$ cat src/rtl/count_capture_fifo.sv
// count_capture_fifo: samples a free-running counter on capture requests and
// queues each sample with its delta from the previous accepted sample in a
// first-word-fall-through FIFO. A capture that finds the FIFO full with no
// pop on the same edge is dropped and sets a sticky overflow flag.
module count_capture_fifo #(
    parameter int COUNT_WD = 16,
    parameter int DEPTH    = 4
) (
    input  logic                         i_clk,
    input  logic                         i_rstb,
    input  logic [COUNT_WD-1:0]          i_count,
    input  logic                         i_capture,
    input  logic                         i_ready,
    input  logic                         i_clr_ovf,
    output logic                         o_valid,
    output logic [COUNT_WD-1:0]          o_count,
    output logic [COUNT_WD-1:0]          o_delta,
    output logic [$clog2(DEPTH+1)-1:0]   o_level,
    output logic                         o_full,
    output logic                         o_empty,
    output logic                         o_overflow
);

    localparam int PTR_W = (DEPTH > 1) ? $clog2(DEPTH) : 1;
    localparam int LVL_W = $clog2(DEPTH+1);
    localparam logic [LVL_W-1:0] FULL_LVL = LVL_W'(DEPTH);

    logic [COUNT_WD-1:0] cnt_mem [DEPTH];
    logic [COUNT_WD-1:0] dlt_mem [DEPTH];
    logic [PTR_W-1:0]    wr_ptr;
    logic [PTR_W-1:0]    rd_ptr;
    logic [LVL_W-1:0]    level;
    logic [COUNT_WD-1:0] prev_count;
    logic                overflow;

    logic                full;
    logic                empty;
    logic                pop;
    logic                push;
    logic                drop;
    logic [COUNT_WD-1:0] delta;

    // Handshake decode: a pop frees a slot for a push on the same edge.
    always_comb begin
        // NOTE: every always_comb output gets a default first so no path
        // leaves it unassigned and no latch is inferred.
        full  = 1'b0;
        empty = 1'b0;
        pop   = 1'b0;
        push  = 1'b0;
        drop  = 1'b0;
        delta = '0;
        full  = (level == FULL_LVL);
        empty = (level == '0);
        pop   = !empty && i_ready;
        push  = i_capture && (!full || pop);
        drop  = i_capture && !push;
        // Modulo subtraction handles counter wrap in either direction.
        delta = i_count - prev_count;
    end

    // Entry storage; cleared on reset so the head reads zero afterwards.
    always_ff @(posedge i_clk) begin
        if (!i_rstb) begin
            // NOTE: storage is reset here only because the head output must
            // read 0 after reset; plain FIFO storage would normally be left
            // unreset.
            for (int i = 0; i < DEPTH; i++) begin
                cnt_mem[i] <= '0;
                dlt_mem[i] <= '0;
            end
        end else if (push) begin
            // NOTE: sequential state uses non-blocking assignments so every
            // register samples pre-edge values regardless of statement order.
            cnt_mem[wr_ptr] <= i_count;
            dlt_mem[wr_ptr] <= delta;
        end
    end

    // Pointers, occupancy and the reference for the next delta.
    always_ff @(posedge i_clk) begin
        if (!i_rstb) begin
            wr_ptr     <= '0;
            rd_ptr     <= '0;
            level      <= '0;
            prev_count <= '0;
        end else begin
            // Power-of-two depth lets the pointers wrap naturally.
            if (push) begin
                wr_ptr     <= wr_ptr + PTR_W'(1);
                prev_count <= i_count;
            end
            if (pop) begin
                rd_ptr <= rd_ptr + PTR_W'(1);
            end
            case ({push, pop})
                2'b10:   level <= level + LVL_W'(1);
                2'b01:   level <= level - LVL_W'(1);
                default: level <= level;
            endcase
        end
    end

    // Sticky overflow: a drop on the same edge as a clear keeps it set.
    always_ff @(posedge i_clk) begin
        if (!i_rstb) begin
            overflow <= 1'b0;
        end else if (drop) begin
            overflow <= 1'b1;
        end else if (i_clr_ovf) begin
            overflow <= 1'b0;
        end
    end

    assign o_valid    = !empty;
    assign o_count    = cnt_mem[rd_ptr];
    assign o_delta    = dlt_mem[rd_ptr];
    assign o_level    = level;
    assign o_full     = full;
    assign o_empty    = empty;
    assign o_overflow = overflow;

endmodule

$ cat config.mk
export PLATFORM = sky130hd
export DESIGN_NAME = count_capture_fifo
export DESIGN_NICKNAME = d
export VERILOG_FILES = /design/src/rtl/count_capture_fifo.sv
export SDC_FILE = /design/constraint.sdc
export NUM_CORES = 1
export LEC_CHECK = 0
export BUFFER_PORTS_ARGS = -buffer_cell sky130_fd_sc_hd__buf_4
export CAP_MARGIN = 10
export CORE_ASPECT_RATIO = 1.4
export CORE_MARGIN = 1
export CORE_UTILIZATION = 48
export CTS_CLUSTER_DIAMETER = 50
export DETAILED_ROUTE_END_ITERATION = 10
export GPL_TIMING_DRIVEN = 0
export PLACE_DENSITY = 0.78
export SYNTH_ARGS = -nofsm -noshare
export SYNTH_HDL_FRONTEND = slang
export SYNTH_SLANG_ARGS = --single-unit
$ cat constraint.sdc
create_clock -name i_clk -period 3.5 [get_ports i_clk]
set_input_delay 0.7 -clock i_clk [delete_from_list [all_inputs] [get_ports i_clk]]
set_output_delay 0.7 -clock i_clk [all_outputs]
set_load 0.01 [all_outputs]
==> results of run 1 <==
[power by group]
part,internal [uW],switching [uW],total [uW]
Clock,1520,686,2210
Sequential,2140,46.9,2180
Combinational,380,465,845
[stage by stage]
stage | power [uW] | std cells | hold slack (ps)
after global routing | 5420 | 838 | 463
after floorplan | 2760 | 560 | 422
after CTS | 5260 | 838 | 444
after detailed placement | 3070 | 806 | 435
final | 5240 | 838 | 442
after global placement | 3030 | 806 | 431
[kinds of logic (layout without fill, tap and decap cells)]
logic type      Yosys count  in the layout  share of synthesized area
xor+xnor                 17             17                     0.0206
compound gates           50             50                     0.0476
flops                   154            154                      0.604
fa+ha+maj                18             18                     0.0333
mux                      34             34                      0.103
buf+inv                  66            155                     0.0442
simple gates            221            221                      0.148
[layer usage]
metal	routed length, um	up-vias
li1	-	2151
met1	5880	2201
met2	8460	172
met3	715	38
met4	404	0
met5	0	-
[cell type report]
cell class | count | share of cell area
clock inverter | 8 | 0.0279
inverter | 36 | 0.0157
multi-input combinational | 340 | 0.296
clock buffer | 24 | 0.0548
tap | 189 | 0.0275
timing repair buffer | 57 | 0.0497
sequential | 154 | 0.507
buffer | 30 | 0.0214
[worst max-delay path by stage]
stage                    from       endpoint  cells past startpoint
global route        flip-flop    o_delta[12]                      4
finish              flip-flop     o_count[4]                      4
floorplan             i_ready  cnt_mem[1][0]                      8
global placement      i_ready  cnt_mem[2][9]                      8
detailed placement    i_ready  cnt_mem[0][8]                      8
CTS                 flip-flop     o_count[4]                      4
[synth_stat cells (all sizes together), types with 7 or more instances]
cell	instances
a21o	12
a21oi	11
and2	38
buf	17
clkbuf	13
dfxtp	26
edfxtp	128
ha	16
inv	36
mux4	32
nand2	60
nor2	80
nor3	11
o21ai	7
xnor2	9
xor2	8
[worst min-delay path: stages, from the launching register on]
cell and delay, ps:
dfxtp_1 310, nand2_1 50, nand2_1 40
[sequential cells by signal, indices dropped and copies added (netlist names), named ones only]
signal and count:
wr_ptr 2, o_overflow 1, rd_ptr 2, o_level 3, prev_count 16, dlt_mem 64
cnt_mem 64
==> impl_metrics.env, run 1 <==
export IMPL_use_met1=0.241
export IMPL_yosysTopAreaCell="edfxtp_1"
export IMPL_cts_reportedPaths_clkPinSlew_ps=60
export IMPL_rr_worst_depth=7
export IMPL_end_kind="output port"
export IMPL_synthesis_nets=599
export IMPL_setup_viol=0
export IMPL_place_hpwl_um=10200
export IMPL_netlist_top_cells_area="edfxtp_1 (53%), mux4_2 (10%), dfxtp_1 (7.2%)"
export IMPL_fin_skew_ps=8.93
export IMPL_cts_resized=0
export IMPL_cts_made_buffers=17
export IMPL_drtPass1Iterations=5
export IMPL_fin_util=0.591
export IMPL_hold_end="prev_count[4]"
export IMPL_drc=0
export IMPL_rsz0062_at_grt="no"
export IMPL_core_um2=14600
export IMPL_antenna_found_initial=0
export IMPL_gr_max_usage_layer="met2"
export IMPL_min_path_cells=2
export IMPL_seq_area_um2=4360
export IMPL_startpoint_type="flip-flop"
export IMPL_met3_usage=0.0399
export IMPL_die_x_um=106
export IMPL_power_density_nw_per_um2=608
export IMPL_arrival_ps=2270
export IMPL_max_freq_ghz=0.337
export IMPL_postCtsHoldBufs=0
export IMPL_row_count=52
export IMPL_min_period_ps=2970
export IMPL_crit_required_ps=2800
export IMPL_irDropWorstVdd_mv=0.322
export IMPL_nFillCells=1167
export IMPL_multiInputGateArea_um2=2550
export IMPL_antenna_cells=0
export IMPL_netlist_area_um2=7220
export IMPL_start_util=0.496
export IMPL_cap_violations=0
export IMPL_synthCells=560
export IMPL_slowest_stage="mux4_2"
export IMPL_area_delta_synth_final_pct=19.2
export IMPL_insertion_delay_ps=420
export IMPL_final_common_cell="edfxtp_1"
export IMPL_die_h_um=147
export IMPL_worstHoldPathType="reg2reg"
export IMPL_grt_max_degree=33
export IMPL_yosysUniqueCellTypes=53
export IMPL_dieArea_um2=15600
export IMPL_criticalPathCategory="reg2out"
export IMPL_yosys_warnings=0
export IMPL_postPlaceCellArea_um2=7900
export IMPL_gp_congestion=0.875
export IMPL_avgSynthCellArea_um2=12.9
export IMPL_htreeDepth=4
export IMPL_overflow=0
export IMPL_grt_pass1_wl_um=24600
export IMPL_finalSetupTns_ps=0
export IMPL_rr_startpoint="wr_ptr[1]"
export IMPL_p_leak_uw=0.00350
export IMPL_synth_flop_cell="edfxtp_1"
export IMPL_min_from="prev_count[4]"
export IMPL_vias=4562
export IMPL_final_cell_mix="edfxtp_1 (128), nor2_1 (80), buf_4 (62)"
export IMPL_cts_tree="yes"
export IMPL_cts_sinks=154
export IMPL_met2_usage=0.387
export IMPL_tightest_slew_ps=956
export IMPL_drive_gt1_frac=0.223
export IMPL_path_delay_family="buffers and inverters"
export IMPL_r2r_slack_ps=690
export IMPL_fin_nets=675
export IMPL_cts_buffer_depth=2
export IMPL_fin_crit_sh=0.848
export IMPL_vias_per_cell=5.44
export IMPL_finalHoldViolCount=0
export IMPL_synth_seq_cells=154
export IMPL_grt_pass1_vias=4722
export IMPL_slew_viol_final=0
export IMPL_io_pins=60
export IMPL_ant_nets=0
export IMPL_wl_per_cell_um=18.4
export IMPL_status="complete, no violations"
export IMPL_synth_edf_count=128
export IMPL_cts_setup_buffers=0
export IMPL_maxSlewHeadroom=0.361
export IMPL_drt_iter0_drc=347
export IMPL_yosysTopAreaCellShare=0.532
export IMPL_setup_slack_ps=533
export IMPL_reg2reg_to="dlt_mem[1][8]"
export IMPL_cts_root_buf="clkbuf_16"
export IMPL_critical_path_max_stage_delay_ps=590
export IMPL_seq_area_frac_synth=0.604
export IMPL_grt_usage=0.214
export IMPL_async_flop_share=0
export IMPL_critPathMaxFanout=10
export IMPL_timing_critical_path_buf_inv=3
export IMPL_port_buffer_count=57
export IMPL_fin_area_um2=8610
export IMPL_place_ws_ps=357
export IMPL_drt_total_wl_um=15500
export IMPL_critical_path_cell_chain="clkbuf_1 > buf_2 > mux4_2 > buf_4"
Note: power is estimated with default switching activity, not from simulation.
==> run 2, diff against run 1 <==
--- a/config.mk
+++ b/config.mk
@@ -13,7 +13,7 @@
 export CTS_CLUSTER_DIAMETER = 50
 export DETAILED_ROUTE_END_ITERATION = 10
 export GPL_TIMING_DRIVEN = 0
-export PLACE_DENSITY = 0.78
+export PLACE_DENSITY = 0.81
 export SYNTH_ARGS = -nofsm -noshare
 export SYNTH_HDL_FRONTEND = slang
 export SYNTH_SLANG_ARGS = --single-unit
==> constraint.sdc (replaced) <==
create_clock -name i_clk -period 2.65 [get_ports i_clk]
set_input_delay 0.53 -clock i_clk [delete_from_list [all_inputs] [get_ports i_clk]]
set_output_delay 0.53 -clock i_clk [all_outputs]
set_load 0.01 [all_outputs]
==> run 2 against run 1 <==
- global-route usage decreased by 0.55 points
- worst hold slack lost 64 ps
- total power increased by 25%
- routed wire length fell by 0.91%
- critical path depth fell by 1
- first-iteration DRC count shrank 21%
- clock skew up 3.2 ps
- largest power group is now registers
- highest routed layer unchanged
==> impl_metrics.env, run 2 (synthesis results as in run 1) <==
export IMPL_ant_nets=0
export IMPL_fin_crit_sh=0.984
export IMPL_cts_tree="yes"
export IMPL_cts_sinks=154
export IMPL_drt_iter0_drc=275
export IMPL_criticalPathCategory="reg2out"
export IMPL_worstHoldPathType="in2reg"
export IMPL_min_period_ps=2610
export IMPL_reg_top3="cnt_mem x64, dlt_mem x64, prev_count x16"
export IMPL_startpoint_type="flip-flop"
export IMPL_nFillCells=1168
export IMPL_cap_violations=0
export IMPL_antenna_found_initial=0
export IMPL_row_count=52
export IMPL_status="complete, no violations"
export IMPL_end_kind="output port"
export IMPL_core_um2=14600
export IMPL_maxSlewHeadroom=0.399
export IMPL_dieArea_um2=15600
export IMPL_fin_nets=674
export IMPL_overflow=0
export IMPL_place_ws_ps=-330
export IMPL_grt_pass1_wl_um=24100
export IMPL_drc=0
export IMPL_slew_viol_final=0
export IMPL_swShare=0.249
export IMPL_cts_buffer_depth=2
export IMPL_seq_power_share=0.442
export IMPL_max_freq_ghz=0.383
export IMPL_rr_startpoint="o_level[0]"
export IMPL_area_delta_synth_final_pct=18.0
export IMPL_cts_root_buf="clkbuf_16"
export IMPL_drt_total_wl_um=15300
export IMPL_arrival_ps=2080
export IMPL_comb_power_share=0.171
export IMPL_power_share_clock=0.387
export IMPL_min_from="i_count[10]"
export IMPL_gp_congestion=0.877
export IMPL_min_path_cells=3
export IMPL_final_common_cell="edfxtp_1"
export IMPL_wl_per_cell_um=18.3
export IMPL_setup_slack_ps=42.0
export IMPL_critPathMaxFanout=10
export IMPL_insertion_delay_ps=430
export IMPL_tightest_slew_ps=898
export IMPL_power_switching_uw=1630
export IMPL_cts_reportedPaths_clkPinSlew_ps=60
export IMPL_die_h_um=147
export IMPL_grt_pass1_vias=4820
export IMPL_io_pins=60
export IMPL_drive_gt1_frac=0.225
export IMPL_place_hpwl_um=10300
export IMPL_grt_max_degree=33
export IMPL_vias_per_cell=5.46
export IMPL_final_cell_mix="edfxtp_1 (128), nor2_1 (80), buf_4 (64)"
export IMPL_rsz0062_at_grt="yes"
export IMPL_hold_end="prev_count[10]"
export IMPL_crit_required_ps=2120
export IMPL_fin_skew_ps=12.2
export IMPL_r2r_slack_ps=190
export IMPL_finalHoldViolCount=0
export IMPL_rr_worst_depth=7
export IMPL_port_buffer_count=57
export IMPL_cts_made_buffers=17
export IMPL_postPlaceCellArea_um2=7900
export IMPL_fin_util=0.585
export IMPL_setup_viol=0
export IMPL_grt_usage=0.209
export IMPL_drtPass1Iterations=5
export IMPL_whs_ps=377
export IMPL_start_util=0.496
export IMPL_irDropWorstVdd_mv=0.427
export IMPL_htreeDepth=4
export IMPL_fin_area_um2=8530
export IMPL_die_x_um=106
export IMPL_antenna_cells=0
export IMPL_p_leak_uw=0.00346
export IMPL_power_density_nw_per_um2=767
export IMPL_vias=4574
export IMPL_reg2reg_to="cnt_mem[0][5]"
export IMPL_power_internal_uw=4910
export IMPL_finalSetupTns_ps=0
==> run 2: how the worst max path moves through the flow <==
stage	startpoint	end	cells after the start
2_1_floorplan	i_ready	cnt_mem[0][0]	8
3_3_place_gp	i_ready	dlt_mem[3][8]	5
3_5_place_dp	i_ready	cnt_mem[0][7]	8
4_1_cts	flip-flop	o_delta[9]	3
5_1_grt	flip-flop	o_count[13]	3
6_report	flip-flop	o_count[5]	3
==> run 2: layout make-up <==
class,instances,area [um^2],area share
inverter,36,135,0.0158
sequential,154,4360,0.512
clock inverter,10,168,0.0197
multi-input combinational,340,2560,0.301
timing repair buffer,57,428,0.0502
clock buffer,22,444,0.0521
tap,189,236,0.0277
buffer,29,189,0.0222
==> run 2: metal layers <==
| metal | GRT usage | wire length, um | up-vias |
|---|---|---|---|
| met5 | 0 | 0 | - |
| li1 | - | - | 2138 |
| met3 | 0.0479 | 722 | 34 |
| met2 | 0.388 | 8490 | 139 |
| met4 | 0.107 | 422 | 0 |
| met1 | 0.217 | 5680 | 2263 |
==> run 2: metrics by stage <==
stage | power [uW] | cells
5_1_grt | 6750 | 837
3_5_place_dp | 4050 | 806
6_report | 6540 | 837
3_3_place_gp | 4000 | 806
4_1_cts | 6540 | 837
2_1_floorplan | 3640 | 560
==> run 2: power groups by stage <==
stage	Combinational [uW]	Clock [uW]	Sequential (uW)
2_1_floorplan	733	0	2910
3_3_place_gp	1090	0	2920
3_5_place_dp	1120	0	2930
4_1_cts	1120	2520	2890
5_1_grt	1210	2630	2910
6_report	1120	2530	2890
==> run 2: critical path, stage by stage, from the launching register on <==
cell      delay [ps]
dfxtp_1          490
clkbuf_1         570
mux4_2           430
buf_4            160
==> run 2: what timing repair did <==
action	in CTS	in global routing
endpoints found under the setup margin	126	11
buffers inserted	0	0
hold buffers	0	0
gates resized for setup	5	3
